<file path="src/rtl/soc_trace_event_pkg.sv">
// Shared types for the MSP430 trace event filter: event kinds, marker
// immediates, the queued event record and the event payload helper.
package soc_trace_event_pkg;

    typedef enum logic [1:0] {
        EVT_TERMINATE = 2'd0,
        EVT_PUTC      = 2'd1,
        EVT_REPORT    = 2'd2
    } evt_kind_t;

    // Low half-word of a marker instruction selecting the event
    localparam logic [15:0] NOP_K_TERMINATE = 16'h0001;
    localparam logic [15:0] NOP_K_REPORT    = 16'h0002;
    localparam logic [15:0] NOP_K_PUTC      = 16'h0004;

    typedef struct packed {
        evt_kind_t   kind;
        logic [31:0] pc;
        logic [31:0] data;
    } trace_event_t;

    // putc carries only the low byte of r3; other events carry all of r3
    function automatic logic [31:0] evt_payload(evt_kind_t kind, logic [31:0] r3);
        return (kind == EVT_PUTC) ? {24'h0, r3[7:0]} : r3;
    endfunction

endpackage

</file>
<file path="src/rtl/soc_msp430_trace_event_filter_if.sv">
// Trace input bundle plus event output port and status of the filter.
interface soc_msp430_trace_event_filter_if #(
    parameter int CNT_WIDTH = 16
);
    logic                 trace_valid;
    logic [31:0]          trace_pc;
    logic [31:0]          trace_insn;
    logic                 trace_wben;
    logic [4:0]           trace_wbreg;
    logic [31:0]          trace_wbdata;

    logic                 evt_valid;
    logic                 evt_ready;
    logic [1:0]           evt_kind;
    logic [31:0]          evt_pc;
    logic [31:0]          evt_data;

    logic                 terminated;
    logic [CNT_WIDTH-1:0] overflow_cnt;

    // Trace source / event consumer side
    modport master (
        output trace_valid, trace_pc, trace_insn, trace_wben, trace_wbreg, trace_wbdata,
        output evt_ready,
        input  evt_valid, evt_kind, evt_pc, evt_data, terminated, overflow_cnt
    );

    // Filter side
    modport slave (
        input  trace_valid, trace_pc, trace_insn, trace_wben, trace_wbreg, trace_wbdata,
        input  evt_ready,
        output evt_valid, evt_kind, evt_pc, evt_data, terminated, overflow_cnt
    );
endinterface

</file>
<file path="src/rtl/soc_trace_event_fifo.sv">
// Synchronous first-word-fall-through FIFO of trace events. A push is
// accepted on a full FIFO when a pop frees the head in the same cycle.
module soc_trace_event_fifo
    import soc_trace_event_pkg::*;
#(
    parameter int DEPTH = 4
) (
    input  logic         clk,
    input  logic         rst,
    input  logic         push,
    input  trace_event_t din,
    output logic         full,
    input  logic         pop,
    output logic         empty,
    output trace_event_t dout
);
    localparam int AW = $clog2(DEPTH);

    trace_event_t  mem_q [DEPTH];
    logic [AW-1:0] wr_q, wr_d;
    logic [AW-1:0] rd_q, rd_d;
    logic [AW:0]   cnt_q, cnt_d;
    logic          do_push, do_pop;

    assign empty   = (cnt_q == '0);
    assign full    = (cnt_q == (AW+1)'(DEPTH));
    assign do_pop  = pop & ~empty;
    assign do_push = push & (~full | do_pop);
    assign dout    = mem_q[rd_q];

    // Next pointers and occupancy; pointers wrap naturally at DEPTH
    always_comb begin
        wr_d  = wr_q;
        rd_d  = rd_q;
        cnt_d = cnt_q;
        if (do_push) wr_d = wr_q + AW'(1);
        if (do_pop)  rd_d = rd_q + AW'(1);
        case ({do_push, do_pop})
            2'b10:   cnt_d = cnt_q + (AW+1)'(1);
            2'b01:   cnt_d = cnt_q - (AW+1)'(1);
            default: cnt_d = cnt_q;
        endcase
    end

    // Pointer/occupancy state; reset empties the FIFO
    always_ff @(posedge clk or posedge rst) begin
        if (rst) begin
            wr_q  <= '0;
            rd_q  <= '0;
            cnt_q <= '0;
        end else begin
            wr_q  <= wr_d;
            rd_q  <= rd_d;
            cnt_q <= cnt_d;
        end
    end

    // Storage needs no reset: stale entries are never exposed while empty
    always_ff @(posedge clk) begin
        if (do_push) mem_q[wr_q] <= din;
    end

endmodule

</file>
<file path="src/rtl/soc_msp430_trace_event_filter.sv">
// Per-core trace consumer: shadows r3, decodes marker instructions into
// terminate/putc/report events, and queues them behind a valid/ready port.
module soc_msp430_trace_event_filter
    import soc_trace_event_pkg::*;
#(
    parameter logic [15:0] NOP_OPCODE = 16'h1500,
    parameter int          FIFO_DEPTH = 4,
    parameter int          CNT_WIDTH  = 16
) (
    input  logic clk,
    input  logic rst,
    soc_msp430_trace_event_filter_if.slave bus
);
    logic [31:0]          r3_q, r3_d;
    logic                 term_q, term_d;
    logic [CNT_WIDTH-1:0] ovf_q, ovf_d;

    logic                 in_vld;
    logic                 evt_hit;
    evt_kind_t            evt_kind;
    trace_event_t         evt_in;
    trace_event_t         head;
    logic                 fifo_full, fifo_empty, fifo_pop;

    // Once terminated, the trace stream is ignored entirely
    assign in_vld = bus.trace_valid & ~term_q;

    // Marker decode; unknown immediates produce no event
    always_comb begin
        evt_hit  = 1'b0;
        evt_kind = EVT_REPORT;
        if (in_vld && bus.trace_insn[31:16] == NOP_OPCODE) begin
            case (bus.trace_insn[15:0])
                NOP_K_TERMINATE: begin evt_hit = 1'b1; evt_kind = EVT_TERMINATE; end
                NOP_K_PUTC:      begin evt_hit = 1'b1; evt_kind = EVT_PUTC;      end
                NOP_K_REPORT:    begin evt_hit = 1'b1; evt_kind = EVT_REPORT;    end
                default:         evt_hit = 1'b0;
            endcase
        end
    end

    // Payload uses r3 before this cycle's writeback lands
    assign evt_in = '{kind: evt_kind, pc: bus.trace_pc, data: evt_payload(evt_kind, r3_q)};

    assign fifo_pop = ~fifo_empty & bus.evt_ready;

    // Shadow, sticky terminate and saturating drop counter next-state
    always_comb begin
        r3_d   = r3_q;
        term_d = term_q;
        ovf_d  = ovf_q;
        if (in_vld && bus.trace_wben && bus.trace_wbreg == 5'd3)
            r3_d = bus.trace_wbdata;
        if (evt_hit && evt_kind == EVT_TERMINATE)
            term_d = 1'b1;
        if (evt_hit && fifo_full && !fifo_pop && ovf_q != '1)
            ovf_d = ovf_q + CNT_WIDTH'(1);
    end

    // Filter state registers
    always_ff @(posedge clk or posedge rst) begin
        if (rst) begin
            r3_q   <= '0;
            term_q <= 1'b0;
            ovf_q  <= '0;
        end else begin
            r3_q   <= r3_d;
            term_q <= term_d;
            ovf_q  <= ovf_d;
        end
    end

    soc_trace_event_fifo #(
        .DEPTH (FIFO_DEPTH)
    ) u_fifo (
        .clk   (clk),
        .rst   (rst),
        .push  (evt_hit),
        .din   (evt_in),
        .full  (fifo_full),
        .pop   (fifo_pop),
        .empty (fifo_empty),
        .dout  (head)
    );

    // Event fields read as zero while nothing is queued
    assign bus.evt_valid    = ~fifo_empty;
    assign bus.evt_kind     = fifo_empty ? 2'd0  : head.kind;
    assign bus.evt_pc       = fifo_empty ? 32'd0 : head.pc;
    assign bus.evt_data     = fifo_empty ? 32'd0 : head.data;
    assign bus.terminated   = term_q;
    assign bus.overflow_cnt = ovf_q;

endmodule

</file>
<file path="src/flat_wrapper.sv">
// flat-port wrapper written by rule: the top's interface ports become plain ports
module soc_msp430_trace_event_filter_flat import soc_trace_event_pkg::*;
#(
    parameter logic [15:0] NOP_OPCODE = 16'h1500,
    parameter int          FIFO_DEPTH = 4,
    parameter int          CNT_WIDTH  = 16
)
  (clk, rst, bus_trace_valid, bus_trace_pc, bus_trace_insn, bus_trace_wben, bus_trace_wbreg, bus_trace_wbdata, bus_evt_ready, bus_evt_valid, bus_evt_kind, bus_evt_pc, bus_evt_data, bus_terminated, bus_overflow_cnt);
  soc_msp430_trace_event_filter_if #(.CNT_WIDTH(CNT_WIDTH)) bus_i ();
  input  logic clk;
  input  logic rst;
  input wire logic [$bits(bus_i.trace_valid)-1:0] bus_trace_valid;
  input wire logic [$bits(bus_i.trace_pc)-1:0] bus_trace_pc;
  input wire logic [$bits(bus_i.trace_insn)-1:0] bus_trace_insn;
  input wire logic [$bits(bus_i.trace_wben)-1:0] bus_trace_wben;
  input wire logic [$bits(bus_i.trace_wbreg)-1:0] bus_trace_wbreg;
  input wire logic [$bits(bus_i.trace_wbdata)-1:0] bus_trace_wbdata;
  input wire logic [$bits(bus_i.evt_ready)-1:0] bus_evt_ready;
  output wire logic [$bits(bus_i.evt_valid)-1:0] bus_evt_valid;
  output wire logic [$bits(bus_i.evt_kind)-1:0] bus_evt_kind;
  output wire logic [$bits(bus_i.evt_pc)-1:0] bus_evt_pc;
  output wire logic [$bits(bus_i.evt_data)-1:0] bus_evt_data;
  output wire logic [$bits(bus_i.terminated)-1:0] bus_terminated;
  output wire logic [$bits(bus_i.overflow_cnt)-1:0] bus_overflow_cnt;
  assign bus_i.trace_valid = bus_trace_valid;
  assign bus_i.trace_pc = bus_trace_pc;
  assign bus_i.trace_insn = bus_trace_insn;
  assign bus_i.trace_wben = bus_trace_wben;
  assign bus_i.trace_wbreg = bus_trace_wbreg;
  assign bus_i.trace_wbdata = bus_trace_wbdata;
  assign bus_i.evt_ready = bus_evt_ready;
  assign bus_evt_valid = bus_i.evt_valid;
  assign bus_evt_kind = bus_i.evt_kind;
  assign bus_evt_pc = bus_i.evt_pc;
  assign bus_evt_data = bus_i.evt_data;
  assign bus_terminated = bus_i.terminated;
  assign bus_overflow_cnt = bus_i.overflow_cnt;
  soc_msp430_trace_event_filter #(.NOP_OPCODE(NOP_OPCODE), .FIFO_DEPTH(FIFO_DEPTH), .CNT_WIDTH(CNT_WIDTH)) u_core (.clk(clk), .rst(rst), .bus(bus_i));
endmodule
</file>
<file path="config.mk">
export PLATFORM = sky130hd
export DESIGN_NAME = soc_msp430_trace_event_filter_flat
export DESIGN_NICKNAME = d
export VERILOG_FILES = /design/src/rtl/soc_trace_event_pkg.sv /design/src/rtl/soc_msp430_trace_event_filter_if.sv /design/src/rtl/soc_trace_event_fifo.sv /design/src/rtl/soc_msp430_trace_event_filter.sv /design/src/flat_wrapper.sv
export SDC_FILE = /design/constraint.sdc
export NUM_CORES = 1
export LEC_CHECK = 0
export CAP_MARGIN = 20
export CORE_MARGIN = 5
export CORE_UTILIZATION = 55
export CTS_BUF_LIST = sky130_fd_sc_hd__clkbuf_2 sky130_fd_sc_hd__clkbuf_4 sky130_fd_sc_hd__clkbuf_8
export CTS_CLUSTER_DIAMETER = 80
export DETAILED_ROUTE_END_ITERATION = 10
export PLACE_DENSITY_LB_ADDON = 0.12
export SETUP_SLACK_MARGIN = 0.02
export SYNTH_ARGS = -nofsm -noshare
export SYNTH_HDL_FRONTEND = slang
export SYNTH_HIERARCHICAL = 1
export SYNTH_SLANG_ARGS = --single-unit
</file>
<file path="constraint.sdc">
create_clock -name clk -period 6 [get_ports clk]
set_clock_uncertainty 0.1 [all_clocks]
set_input_delay 1.2 -clock clk [delete_from_list [all_inputs] [get_ports clk]]
set_output_delay 1.2 -clock clk [all_outputs]
set_load 0.01 [all_outputs]
</file>
==> flow_metrics.env, run 1 <==
export IMPL_status="finished clean"
export IMPL_crit_type="reg -> out"
export IMPL_ir_drop_mv=0.198
export IMPL_ant_nets=0
export IMPL_startpoint_type="register"
export IMPL_finalPower_uw=4440
export IMPL_cp_arrival_ps=3240
export IMPL_drt_pre_antenna_iters=4
export IMPL_max_slew_margin_pct=30.4
export IMPL_clk_pin_slew_worst_paths_ps=60
export IMPL_power_density_nw_per_um2=278
export IMPL_cts_setup_buffers=0
export IMPL_drive_gt1_share_pct=22.4
export IMPL_synthSimpleGateAreaFrac_pct=8.16
export IMPL_ctsHoldBuffers=0
export IMPL_grt_max_degree=71
export IMPL_synth_area_leaders="edfxtp_1 (62%), mux4_2 (12%), dfrtp_1 (11%)"
export IMPL_grt_pass1_wl_um=39400
export IMPL_final_max_slew_viol_count=0
export IMPL_crit_start="u_core/u_fifo/rd_q[0]$_DFFE_PP0N_"
export IMPL_final_nets=985
export IMPL_yosysTopAreaCell="edfxtp_1"
export IMPL_crit_family="buffers and inverters"
export IMPL_finalHoldViolations=0
export IMPL_crit_buf_inv=2
export IMPL_routed_wl_um=24900
export IMPL_yosysSeqAreaShare_pct=72.7
export IMPL_crit_required_ps=4700
export IMPL_grt_pass1_vias=7384
export IMPL_rr_endpoint="u_core/u_fifo/mem_q[2][3]$_DFFE_PP_"
export IMPL_yosys_warnings=6
export IMPL_min_period_over_period_pct=75.7
export IMPL_cts_buffer_depth=3
export IMPL_hold_path_class="reg -> reg"
export IMPL_cp_max_fo=37
export IMPL_synth_adder_area_share_pct=0.643
export IMPL_rsz0062_at_grt="false"
export IMPL_crit_path_cell_trace="buf_4 > mux4_2 > nor2b_1 > clkdlybuf4s50_1"
export IMPL_setup_viol=0
export IMPL_drt_iter0_markers=391
export IMPL_reg2reg_from="u_core/bus.terminated$_DFFE_PP0P_"
export IMPL_dp_hpwl_um=14900
export IMPL_synth_cell_types=51
export IMPL_synth_commonest_cells="edfxtp_1 (264), nor2b_1 (90), mux4_2 (66)"
export IMPL_fmax_ghz=0.220
export IMPL_maxCapViolCount=0
export IMPL_cts_max_level=2
export IMPL_synth_edf_count=264
export IMPL_cts_root_buf="clkbuf_8"
export IMPL_cp_depth=4
export IMPL_viasPerCell=5.40
export IMPL_port_buffers=189
export IMPL_die_h_um=163
export IMPL_pin_count=190
export IMPL_placementRows=55
export IMPL_netlist_area_um2=12800
export IMPL_synthCells=659
export IMPL_p_leak_uw=0.00546
export IMPL_min_from="u_core/r3_q[12]$_DFFE_PP0P_"
export IMPL_clock_latency_ps=540
export IMPL_gp_congestion=0.763
export IMPL_ys_seq_elements=320
export IMPL_dominantRegCellSynth="edfxtp_1"
export IMPL_drc_errors=0
export IMPL_r2r_cells=6
export IMPL_dieArea_um2=26500
export IMPL_wl_per_cell_um=20.3
export IMPL_synth_compound_area_share_pct=0.760
export IMPL_synth_xor_area_share_pct=1.43
export IMPL_synthMuxAreaShare_pct=14.6
export IMPL_dp_cells=1136
export IMPL_cpPeakStageDelay_ps=940
export IMPL_antenna_cells=0
export IMPL_area_delta_synth_final_pct=24.6
export IMPL_tightest_slew_ps=1040
export IMPL_crit_end="bus_evt_pc[1]"
export IMPL_synth_top_area_share_pct=61.8
export IMPL_synth_async_sr_flop_share_pct=17.5
export IMPL_endpoint_kind="output pin"
export IMPL_antenna_found_initial=2
export IMPL_initial_utilization_pct=56.3
export IMPL_die_x_um=163
export IMPL_fin_setup_tns_ps=0
export IMPL_cp_slowest_cell="dfrtp_4"
export IMPL_avgSynthCellArea_um2=19.5
export IMPL_grt_use_total_pct=19.4
export IMPL_core_area_um2=22800
export IMPL_cts_resized_gates=0
export IMPL_layout_cells_non_filler=1224
export IMPL_vias=6609
export IMPL_synth_most_common_cell="edfxtp_1"
export IMPL_cts_tree="built"
export IMPL_clock_sinks=320
export IMPL_fin_util_pct=70.2
export IMPL_fin_crit_ps=4540
export IMPL_gr_total_overflow=0
export IMPL_synth_top_family_by_area="multiplexers"
export IMPL_synth_fp_nets=771
export IMPL_ff2ff_setup_slack_ps=2610
export IMPL_numCtsBuffers=48
-- sequential cells by signal, indices dropped and copies added, names as in the netlist --
register	flops
u_core/bus.overflow_cnt	16
u_core/bus.terminated	1
u_core/r3_q	32
u_core/u_fifo/cnt_q	3
u_core/u_fifo/mem_q	264
u_core/u_fifo/rd_q	2
u_core/u_fifo/wr_q	2
-- how the worst min path moves through the flow --
stage,to,depth (start not counted)
4_1_cts,u_core/r3_q[11]$_DFFE_PP0P_,1
6_report,u_core/r3_q[12]$_DFFE_PP0P_,1
2_1_floorplan,u_core/u_fifo/mem_q[0][0]$_DFFE_PP_,0
5_1_grt,u_core/r3_q[19]$_DFFE_PP0P_,1
3_5_place_dp,u_core/r3_q[8]$_DFFE_PP0P_,1
3_3_place_gp,u_core/r3_q[8]$_DFFE_PP0P_,1
-- kinds of logic after synthesis --
kind of cell / after synthesis
AO/OA/AOI/OAI: 12
multiplexers: 100
AND/OR/NAND/NOR: 157
adder cells (fa/ha/maj): 6
XOR/XNOR: 21
flip-flops: 320
buffers and inverters: 43
-- layer usage --
layer	wire length, um	track usage [%]	part of all wire, %	vias up
li1	-	-	-	2994
met1	9660	24.0	39	3342
met2	12700	33.4	51	227
met3	1930	5.44	7.8	42
met4	513	5.87	2.1	4
met5	25	0	0.10	-
-- power by group --
| part | internal (uW) | leakage [uW] | switching [uW] |
|---|---|---|---|
| clock | 1000 | 0.000513 | 764 |
| combinational | 121 | 0.00179 | 68.7 |
| sequential | 2460 | 0.00315 | 25.1 |
| total | 3580 | 0.00546 | 858 |
-- final cells by class --
cell class	instances	area, um^2
well taps	313	392
flip-flops and latches	320	9340
multi-input cells	296	3290
fillers	1437	6790
clock inverters	25	178
clock buffers	63	805
inverters	12	45.0
repair buffers	195	1940
-- metrics by stage --
stage,worst slack [ps],area [um^2],hold slack [ps]
2_1_floorplan,2220,12800,371
3_3_place_gp,1380,15000,380
3_5_place_dp,1250,15000,387
4_1_cts,1320,16000,402
5_1_grt,1180,16000,413
6_report,1460,16000,396
-- cell usage in the layout, fill, tap and decap left out, types with 3 or more instances in the layout --
cell / netlist / final
nand3_2: 6 / 6
edfxtp_1: 264 / 264
o21ai_0: 3 / 3
nand2_1: 5 / 5
xnor2_1: 17 / 17
mux2_2: 33 / 33
mux4_2: 66 / 66
buf_4: 2 / 6
clkbuf_4: 1 / 10
nor2b_1: 90 / 90
clkbuf_8: 0 / 53
nor2_1: 9 / 9
clkdlybuf4s50_1: 0 / 189
and3_1: 5 / 5
clkinv_1: 0 / 18
dfrtp_1: 56 / 54
and2_4: 0 / 4
inv_1: 12 / 11
ha_1: 5 / 5
bufinv_16: 0 / 3
clkinv_2: 0 / 4
nor4_1: 4 / 4
nand3b_1: 3 / 3
nand4_1: 9 / 9
xor2_1: 4 / 4
Note: power is estimated with default switching activity, not from simulation.
==> inputs of run 2 (changes only) <==
CORE_UTILIZATION = 51   (was 55)
clock period = 4.1 ns   (was 6 ns; I/O delays follow)
==> run 2 against run 1 <==
  * Die area is 7.3% higher
  * Largest cell class unchanged
  * Via count increased by 2.5%
  * Total power increased by 45%
  * Highest routed layer is now met4
  * Flip-flop and latch count stayed put
  * Clock power is 43% higher
  * First-iteration DRC count is 8.7% lower
==> flow_metrics.env, run 2 (synthesized netlist as in run 1, its figures left out) <==
export IMPL_grt_pass1_vias=7425
export IMPL_cts_buffer_depth=3
export IMPL_reg2reg_from="u_core/u_fifo/cnt_q[0]$_DFFE_PP0P_"
export IMPL_gp_congestion=0.768
export IMPL_drc_errors=0
export IMPL_finalPower_uw=6450
export IMPL_r2r_cells=10
export IMPL_crit_required_ps=3180
export IMPL_area_delta_synth_final_pct=26.2
export IMPL_rr_endpoint="u_core/u_fifo/cnt_q[1]$_DFFE_PP0P_"
export IMPL_cts_resized_gates=0
export IMPL_final_nets=1005
export IMPL_grt_max_degree=67
export IMPL_ir_drop_mv=0.225
export IMPL_layout_cells_non_filler=1264
export IMPL_status="finished clean"
export IMPL_maxCapViolCount=0
export IMPL_dp_hpwl_um=16500
export IMPL_max_slew_margin_pct=56.5
export IMPL_rsz0062_at_grt="false"
export IMPL_hold_path_class="reg -> reg"
export IMPL_cts_root_buf="clkbuf_8"
export IMPL_placementRows=58
export IMPL_pin_count=190
export IMPL_fin_crit_ps=3860
export IMPL_cts_tree="built"
export IMPL_largest_reg_flops=264
export IMPL_startpoint_type="register"
export IMPL_fin_util_pct=64.9
export IMPL_power_density_nw_per_um2=398
export IMPL_min_period_over_period_pct=94.2
export IMPL_numCtsBuffers=50
export IMPL_holdWs_ps=397
export IMPL_wl_per_cell_um=20.4
export IMPL_endpoint_kind="output pin"
export IMPL_dieArea_um2=28400
export IMPL_grt_pass1_wl_um=40200
export IMPL_vias=6775
export IMPL_drt_iter0_markers=357
export IMPL_cp_arrival_ps=2940
export IMPL_whs_path_depth=1
export IMPL_min_from="u_core/r3_q[19]$_DFFE_PP0P_"
export IMPL_cts_setup_buffers=0
export IMPL_gr_total_overflow=0
export IMPL_tightest_slew_ps=653
export IMPL_die_x_um=169
export IMPL_antenna_found_initial=0
export IMPL_clock_sinks=320
export IMPL_setup_viol=0
export IMPL_cp_max_fo=31
export IMPL_viasPerCell=5.36
export IMPL_ctsHoldBuffers=0
export IMPL_core_area_um2=25000
export IMPL_fin_setup_tns_ps=0
export IMPL_finalHoldViolations=0
export IMPL_clock_latency_ps=560
export IMPL_port_buffers=189
export IMPL_antenna_cells=0
export IMPL_final_max_slew_viol_count=0
export IMPL_ff2ff_setup_slack_ps=1010
export IMPL_p_leak_uw=0.00558
export IMPL_dp_cells=1171
export IMPL_whs_endpoint="u_core/r3_q[19]$_DFFE_PP0P_"
export IMPL_largest_register="u_core/u_fifo/mem_q"
export IMPL_die_h_um=169
export IMPL_layout_commonest_cell="edfxtp_1"
export IMPL_drive_gt1_share_pct=24.9
export IMPL_initial_utilization_pct=51.4
export IMPL_ant_nets=0
export IMPL_fmax_ghz=0.259
export IMPL_clk_pin_slew_worst_paths_ps=60
export IMPL_grt_use_total_pct=18.2
export IMPL_crit_type="reg -> out"
export IMPL_drt_pre_antenna_iters=4
export IMPL_cts_max_level=2
export IMPL_most_common_layout_cells="edfxtp_1 (264), clkdlybuf4s50_1 (189), nor2b_1 (90)"
export IMPL_routed_wl_um=25800
==> run 2: power breakdown <==
group	total [uW]	leakage (uW)	switching, uW	internal, uW
clock network	2530	0.000519	1170	1350
registers	3630	0.00315	35.1	3600
logic	286	0.00191	106	180
==> run 2: layout make-up <==
type                            instances  area [um^2]
Tap cell                              330          413
Clock inverter                         24          108
Clock buffer                           69          856
Timing Repair Buffer                  213         2150
Fill cell                            1769         8760
Multi-Input combinational cell        296         3290
Inverter                               12         45.0
Sequential cell                       320         9340
==> run 2: routing by layer <==
layer	vias up	GRT usage (%)	part of all wire, %
li1	3037	-	-
met1	3446	24.1	40
met2	252	30.6	51
met3	40	4.39	7.4
met4	0	4.94	1.8
met5	-	0	0
==> run 2: worst max-delay path by stage <==
stage                                 startpoint                                   to  slack (ps)  depth (start not counted)
2_1_floorplan                  bus_trace_insn[7]  u_core/u_fifo/mem_q[0][0]$_DFFE_PP_         700                          7
3_5_place_dp                  bus_trace_insn[25]   u_core/u_fifo/cnt_q[1]$_DFFE_PP0P_         450                         11
3_3_place_gp                  bus_trace_insn[15]   u_core/u_fifo/cnt_q[2]$_DFFE_PP0P_         520                         11
4_1_cts        u_core/u_fifo/rd_q[0]$_DFFE_PP0N_                     bus_evt_data[26]         140                          4
5_1_grt        u_core/u_fifo/rd_q[0]$_DFFE_PP0N_                     bus_evt_data[26]          40                          4
6_report       u_core/u_fifo/rd_q[0]$_DFFE_PP0N_                     bus_evt_data[26]         240                          4
==> run 2: stage by stage <==
| stage | cell area (um^2) | worst slack [ps] |
|---|---|---|
| finish | 16200 | 236 |
| global placement | 15200 | 520 |
| floorplan | 12800 | 699 |
| CTS | 16200 | 136 |
| detailed placement | 15200 | 447 |
| global route | 16200 | 39.1 |
==> run 2: worst max-delay path, stage by stage (launching register included) <==
cell and delay (ps):
dfrtp_4 850, buf_4 350, mux4_2 550, nor2b_1 150, clkdlybuf4s50_1 500
